$ cat src/rtl/parking_gate_monitor.sv
// Multi-lane car-park gate monitor: one a/b sequence FSM per lane plus a
// shared saturating occupancy counter driven by the lanes' completion events.

// Per-lane a/b sequence detector with a dwell-timeout.
module parking_gate_lane #(
    parameter int TIMEOUT = 255,
    parameter int TMO_W   = 8
) (
    input  logic clk,
    input  logic reset,
    input  logic a,
    input  logic b,
    output logic enter_evt,
    output logic exit_evt,
    output logic abort_evt
);
    typedef enum logic [2:0] {IDLE, EN1, EN2, EN3, EX1, EX2, EX3} state_t;

    state_t            state, state_next, fwd, bwd;
    logic [1:0]        p, own, nxt, prv;
    logic [TMO_W-1:0]  timer;

    // State register and dwell timer; timer restarts on any state change and idles at 0.
    always_ff @(posedge clk) begin
        if (reset) begin
            state <= IDLE;
            timer <= '0;
        end else begin
            state <= state_next;
            if (state_next != state || state == IDLE) timer <= '0;
            else                                      timer <= timer + 1'b1;
        end
    end

    // Each non-IDLE state is described by its own/next/previous pattern and its
    // forward/backward neighbours, so a single rule set covers both paths.
    always_comb begin
        p          = {a, b};
        state_next = state;
        enter_evt  = 1'b0;
        exit_evt   = 1'b0;
        abort_evt  = 1'b0;
        own = 2'b00; nxt = 2'b00; prv = 2'b00; fwd = IDLE; bwd = IDLE;
        case (state)
            EN1: begin own = 2'b10; nxt = 2'b11; prv = 2'b00; fwd = EN2;  bwd = IDLE; end
            EN2: begin own = 2'b11; nxt = 2'b01; prv = 2'b10; fwd = EN3;  bwd = EN1;  end
            EN3: begin own = 2'b01; nxt = 2'b00; prv = 2'b11; fwd = IDLE; bwd = EN2;  end
            EX1: begin own = 2'b01; nxt = 2'b11; prv = 2'b00; fwd = EX2;  bwd = IDLE; end
            EX2: begin own = 2'b11; nxt = 2'b10; prv = 2'b01; fwd = EX3;  bwd = EX1;  end
            EX3: begin own = 2'b10; nxt = 2'b00; prv = 2'b11; fwd = IDLE; bwd = EX2;  end
            default: ;
        endcase
        if (state == IDLE) begin
            if      (p == 2'b10) state_next = EN1;
            else if (p == 2'b01) state_next = EX1;
        end else if (p == own) begin
            // Hold, unless this is the last permitted cycle of residency.
            if (timer == TMO_W'(TIMEOUT - 1)) begin
                state_next = IDLE;
                abort_evt  = 1'b1;
            end
        end else if (p == nxt) begin
            state_next = fwd;
            enter_evt  = (state == EN3);
            exit_evt   = (state == EX3);
        end else if (p == prv) begin
            state_next = bwd;
        end else begin
            state_next = IDLE;
            abort_evt  = 1'b1;
        end
    end
endmodule

module parking_gate_monitor #(
    parameter int N_LANES = 2,
    parameter int CAP     = 16,
    parameter int CNT_W   = 5,
    parameter int TIMEOUT = 255,
    parameter int TMO_W   = 8
) (
    input  logic               clk,
    input  logic               reset,
    input  logic [N_LANES-1:0] a,
    input  logic [N_LANES-1:0] b,
    output logic [N_LANES-1:0] enter,
    output logic [N_LANES-1:0] exit,
    output logic [N_LANES-1:0] abort,
    output logic [CNT_W-1:0]   count,
    output logic               full,
    output logic               empty,
    output logic               ovf,
    output logic               udf
);
    // Wide enough to hold count + N_LANES and -N_LANES without wrapping.
    localparam int SW = CNT_W + $clog2(N_LANES) + 1;
    localparam logic signed [SW-1:0] CAP_S = SW'(CAP);

    logic [N_LANES-1:0]     enter_evt, exit_evt, abort_evt;
    logic signed [SW-1:0]   sum;
    logic [CNT_W-1:0]       count_next;
    logic                   ovf_next, udf_next;

    for (genvar i = 0; i < N_LANES; i++) begin : g_lane
        parking_gate_lane #(.TIMEOUT(TIMEOUT), .TMO_W(TMO_W)) u_lane (
            .clk       (clk),
            .reset     (reset),
            .a         (a[i]),
            .b         (b[i]),
            .enter_evt (enter_evt[i]),
            .exit_evt  (exit_evt[i]),
            .abort_evt (abort_evt[i])
        );
    end

    // Net occupancy change this cycle, clamped to 0..CAP with clip flags.
    always_comb begin
        sum = SW'(count);
        for (int i = 0; i < N_LANES; i++)
            sum = sum + SW'(enter_evt[i]) - SW'(exit_evt[i]);
        count_next = sum[CNT_W-1:0];
        ovf_next   = 1'b0;
        udf_next   = 1'b0;
        if (sum[SW-1]) begin
            count_next = '0;
            udf_next   = 1'b1;
        end else if (sum > CAP_S) begin
            count_next = CNT_W'(CAP);
            ovf_next   = 1'b1;
        end
    end

    // Registered pulses and counter share one edge so count and pulses align.
    always_ff @(posedge clk) begin
        if (reset) begin
            enter <= '0;
            exit  <= '0;
            abort <= '0;
            count <= '0;
            ovf   <= 1'b0;
            udf   <= 1'b0;
        end else begin
            enter <= enter_evt;
            exit  <= exit_evt;
            abort <= abort_evt;
            count <= count_next;
            ovf   <= ovf_next;
            udf   <= udf_next;
        end
    end

    assign full  = (count == CNT_W'(CAP));
    assign empty = (count == '0);
endmodule

$ cat config.mk
export PLATFORM = sky130hd
export DESIGN_NAME = parking_gate_monitor
export DESIGN_NICKNAME = d
export VERILOG_FILES = /design/src/rtl/parking_gate_monitor.sv
export SDC_FILE = /design/constraint.sdc
export NUM_CORES = 1
export LEC_CHECK = 0
export BUFFER_PORTS_ARGS = -buffer_cell sky130_fd_sc_hd__buf_2
export CAP_MARGIN = 20
export CELL_PAD_IN_SITES_DETAIL_PLACEMENT = 0
export CELL_PAD_IN_SITES_GLOBAL_PLACEMENT = 1
export CORE_AREA = 2 2 83 85
export CTS_CLUSTER_DIAMETER = 40
export DETAILED_ROUTE_END_ITERATION = 16
export DIE_AREA = 0 0 85 87
export PLACE_DENSITY_LB_ADDON = 0.2
export SYNTH_ARGS = -nofsm -noshare
export SYNTH_HDL_FRONTEND = slang
export SYNTH_SLANG_ARGS = --single-unit
$ cat constraint.sdc
create_clock -name clk -period 5.6 [get_ports clk]
set_clock_uncertainty 0.1 [all_clocks]
set_input_delay 0.84 -clock clk [delete_from_list [all_inputs] [get_ports clk]]
set_output_delay 0.84 -clock clk [all_outputs]
set_load 0.005 [all_outputs]
==> results.md <==
- Status: completed
- Final nets: 373
- Final setup viols: 0
- Max_cap viols: 0
- CORE AREA: 6570 um^2
- Port Buffers: 20
- Setup TNS: 0 ns
- Placed insts: 416
- Delay-heaviest family, CP: adder cells
- Initial antenna violation count: 0
- Syn avg cell area: 8.01 um^2
- Fin crit share: 90.5%
- Commonest cells post-synth: 41 x nor2_1, 35 x dfxtp_1, 22 x o21ai_0
- Yosys warns: 0
- Mapped cell area: 2630 um^2
- Initial DRC Count: 75
- Slew margin rel.: 30.7%
- Fin area: 2890 um^2
- Global route overflow: 0
- Post-synth EDFFs: 0
- Synth top area cells: dfxtp_1 27%, ha_1 10%, nor2_1 5.9%
- H-tree levels: 2
- Pre-CTS setup slack: 0.344 ns
- Wire length per cell: 14.0 um
- Clk_lat worst skew: 0.28 ns
- Fin util: 44.0%
- Crit path launch type: register
- CTS Hold Bufs: 0
- Slew @ Worst Pin: 1.03 ns
- Layout cells sized above 1: 11.3%
- Final Max Slew Viols: 0
- Hold_ws: 0.419 ns
- Crit-path cells: inv_1 > ha_1 > or4_1 > a21o_1 > a22o_1 > nand2b_1 > or4b_1 > fa_1 > fa_1 > inv_1 > ha_1 > inv_1 > fa_1 > nor2_1 > nor2_1 > o21bai_1 > xnor2_1 > o211ai_1 > nor2b_1
- Antenna Cells: 0
- Ports: 21
- CTS max path bufs: 2
- GP Congestion: 0.809
- TritonCTS clock tree: yes
- First-pass GRT wire length: 10,300 um
- Arrival time worst endpoint: 5.19 ns
- Crit Path Max Fanout: 13
- Vias in the first global route: 2,123
- Max incr delay on CP: 0.56 ns
- Power Dens Cells: 269 nW/um^2
- Leak: 1.13 nW
- Most common cell in the netlist: nor2_1
- Initial Util: 40.0%
- Die Y: 87 um
- Drc violations: 0
- Clock transition at the registers of the reported paths: 0.07 ns
- Layout Area Growth over Synthesis: 9.96%
- Post-CTS setup buffers: 0
- CP bufs+invs: 3
- Placed cell area: 2780 um^2
- Ys flop type: dfxtp_1
- RSZ-0062 raised after global routing: no
- Number of buffers created by CTS: 5
- Antenna viol nets, final: 0
- Row Count: 30
- Final WS setup: 0.530 ns
- Final Hold Fails: 0
- Mapped Cells: 328
- Root Buffer: clkbuf_8
- Die area: 7400 um^2
- Distinct cells, synth: 56
- Slowest stage cell, crit path: or4b_1
- Critical Path Sink Type: register
- Post-synth ARST share: 0%
- Post-DP HPWL: 4280 um
- Tot GR Track Use: 16.8%
- Period minus WS final: 5.07 ns
- WP data required: 5.72 ns
- CTS resizes: 0
- Die W: 85 um
- Via density: 5.46
- Vias: 2,314
- Post-synth top area share: 26.7%
- Leading area contributor after synthesis: dfxtp_1
- Seq/Total Area, Yosys: 26.7%
- Sinks on Clock Net: 35
- 1st-pass router iterations: 4
- HP Class: register to register
- Peak supply drop: 0.142 mV
- Post-synthesis net count: 358
- Fmax: 0.197 GHz
- #FFs+latches synth: 35
- Non-Filler Instances: 424
- Power Total: 0.776 mW
- DRT Wirelength: 5930 um
- Largest net degree at the start of global routing: 17
- Critical path class: register to register
worst reg2reg max path, cell delays in order (launching register included):
cell and delay [ns]:
dfxtp_1 0.46, inv_1 0.13, ha_1 0.36, or4_1 0.44, a21o_1 0.22, a22o_1 0.26, nand2b_1 0.18, or4b_1 0.56
fa_1 0.46, fa_1 0.37, inv_1 0.06, ha_1 0.16, inv_1 0.06, fa_1 0.39, nor2_1 0.10, nor2_1 0.04
o21bai_1 0.15, xnor2_1 0.18, o211ai_1 0.20, nor2b_1 0.14
sequential cells by signal, indices dropped and copies added (netlist names):
signal,flops
abort,2
g_lane.u_lane.timer,16
udf,1
count,5
enter,2
g_lane.u_lane.state,6
exit,2
ovf,1
layout by cell type, fill, tap and decap left out, drive strengths merged, types with 3 or more instances in the layout:
master	count
nand2	15
a211oi	5
o21ai	23
nor3	11
buf	23
a21oi	10
o211ai	3
fa	3
a221oi	3
and4	3
inv	20
nor2b	6
nor2	41
ha	21
o31ai	8
or3	7
xnor2	13
dfxtp	35
nor4	17
and2	3
xor2	10
mux2i	5
clkbuf	7
and3	4
nand3	11
nor3b	4
nand2b	5
kinds of logic after synthesis:
kind of cell    after synthesis  synth area share (%)
simple gates                134                  26.7
compound gates               70                  18.5
buf+inv                      35                  5.34
flops                        35                  26.7
fa+ha+maj                    25                  12.7
xor+xnor                     23                  7.67
mux                           6                  2.48
routing by layer:
layer	part of all wire (%)	global-route usage, %
met2	46	25.9
met4	1.1	5.48
met5	0	0
met3	2.5	2.27
met1	51	24.4
path summary, 6_finish.rpt:
check                              endpoint                       from  slack [ns]  cells after the start
setup / recovery                   count[3]  g_lane[0].u_lane.state[0]        0.53                     19
hold reg to reg   g_lane[0].u_lane.timer[0]  g_lane[0].u_lane.timer[0]        0.42                      1
setup reg to reg                   count[3]  g_lane[0].u_lane.state[0]        0.53                     19
hold / removal    g_lane[0].u_lane.timer[0]  g_lane[0].u_lane.timer[0]        0.42                      1
report_power, final:
| group | internal (mW) | leakage (nW) | switching [mW] |
|---|---|---|---|
| clock | 0.112 | 0.0505 | 0.0917 |
| sequential | 0.266 | 0.283 | 0.0210 |
| combinational | 0.111 | 0.793 | 0.174 |
| total | 0.489 | 1.13 | 0.286 |
layout make-up:
class / count / area [um^2]
fillers: 660 / 3680
multi-input cells: 258 / 1790
flip-flops and latches: 35 / 701
repair buffers: 23 / 123
well taps: 80 / 100
clock buffers: 7 / 96.3
inverters: 20 / 75.1
clock inverters: 1 / 7.51
No activity file was read; power rests on OpenSTA's default activity.
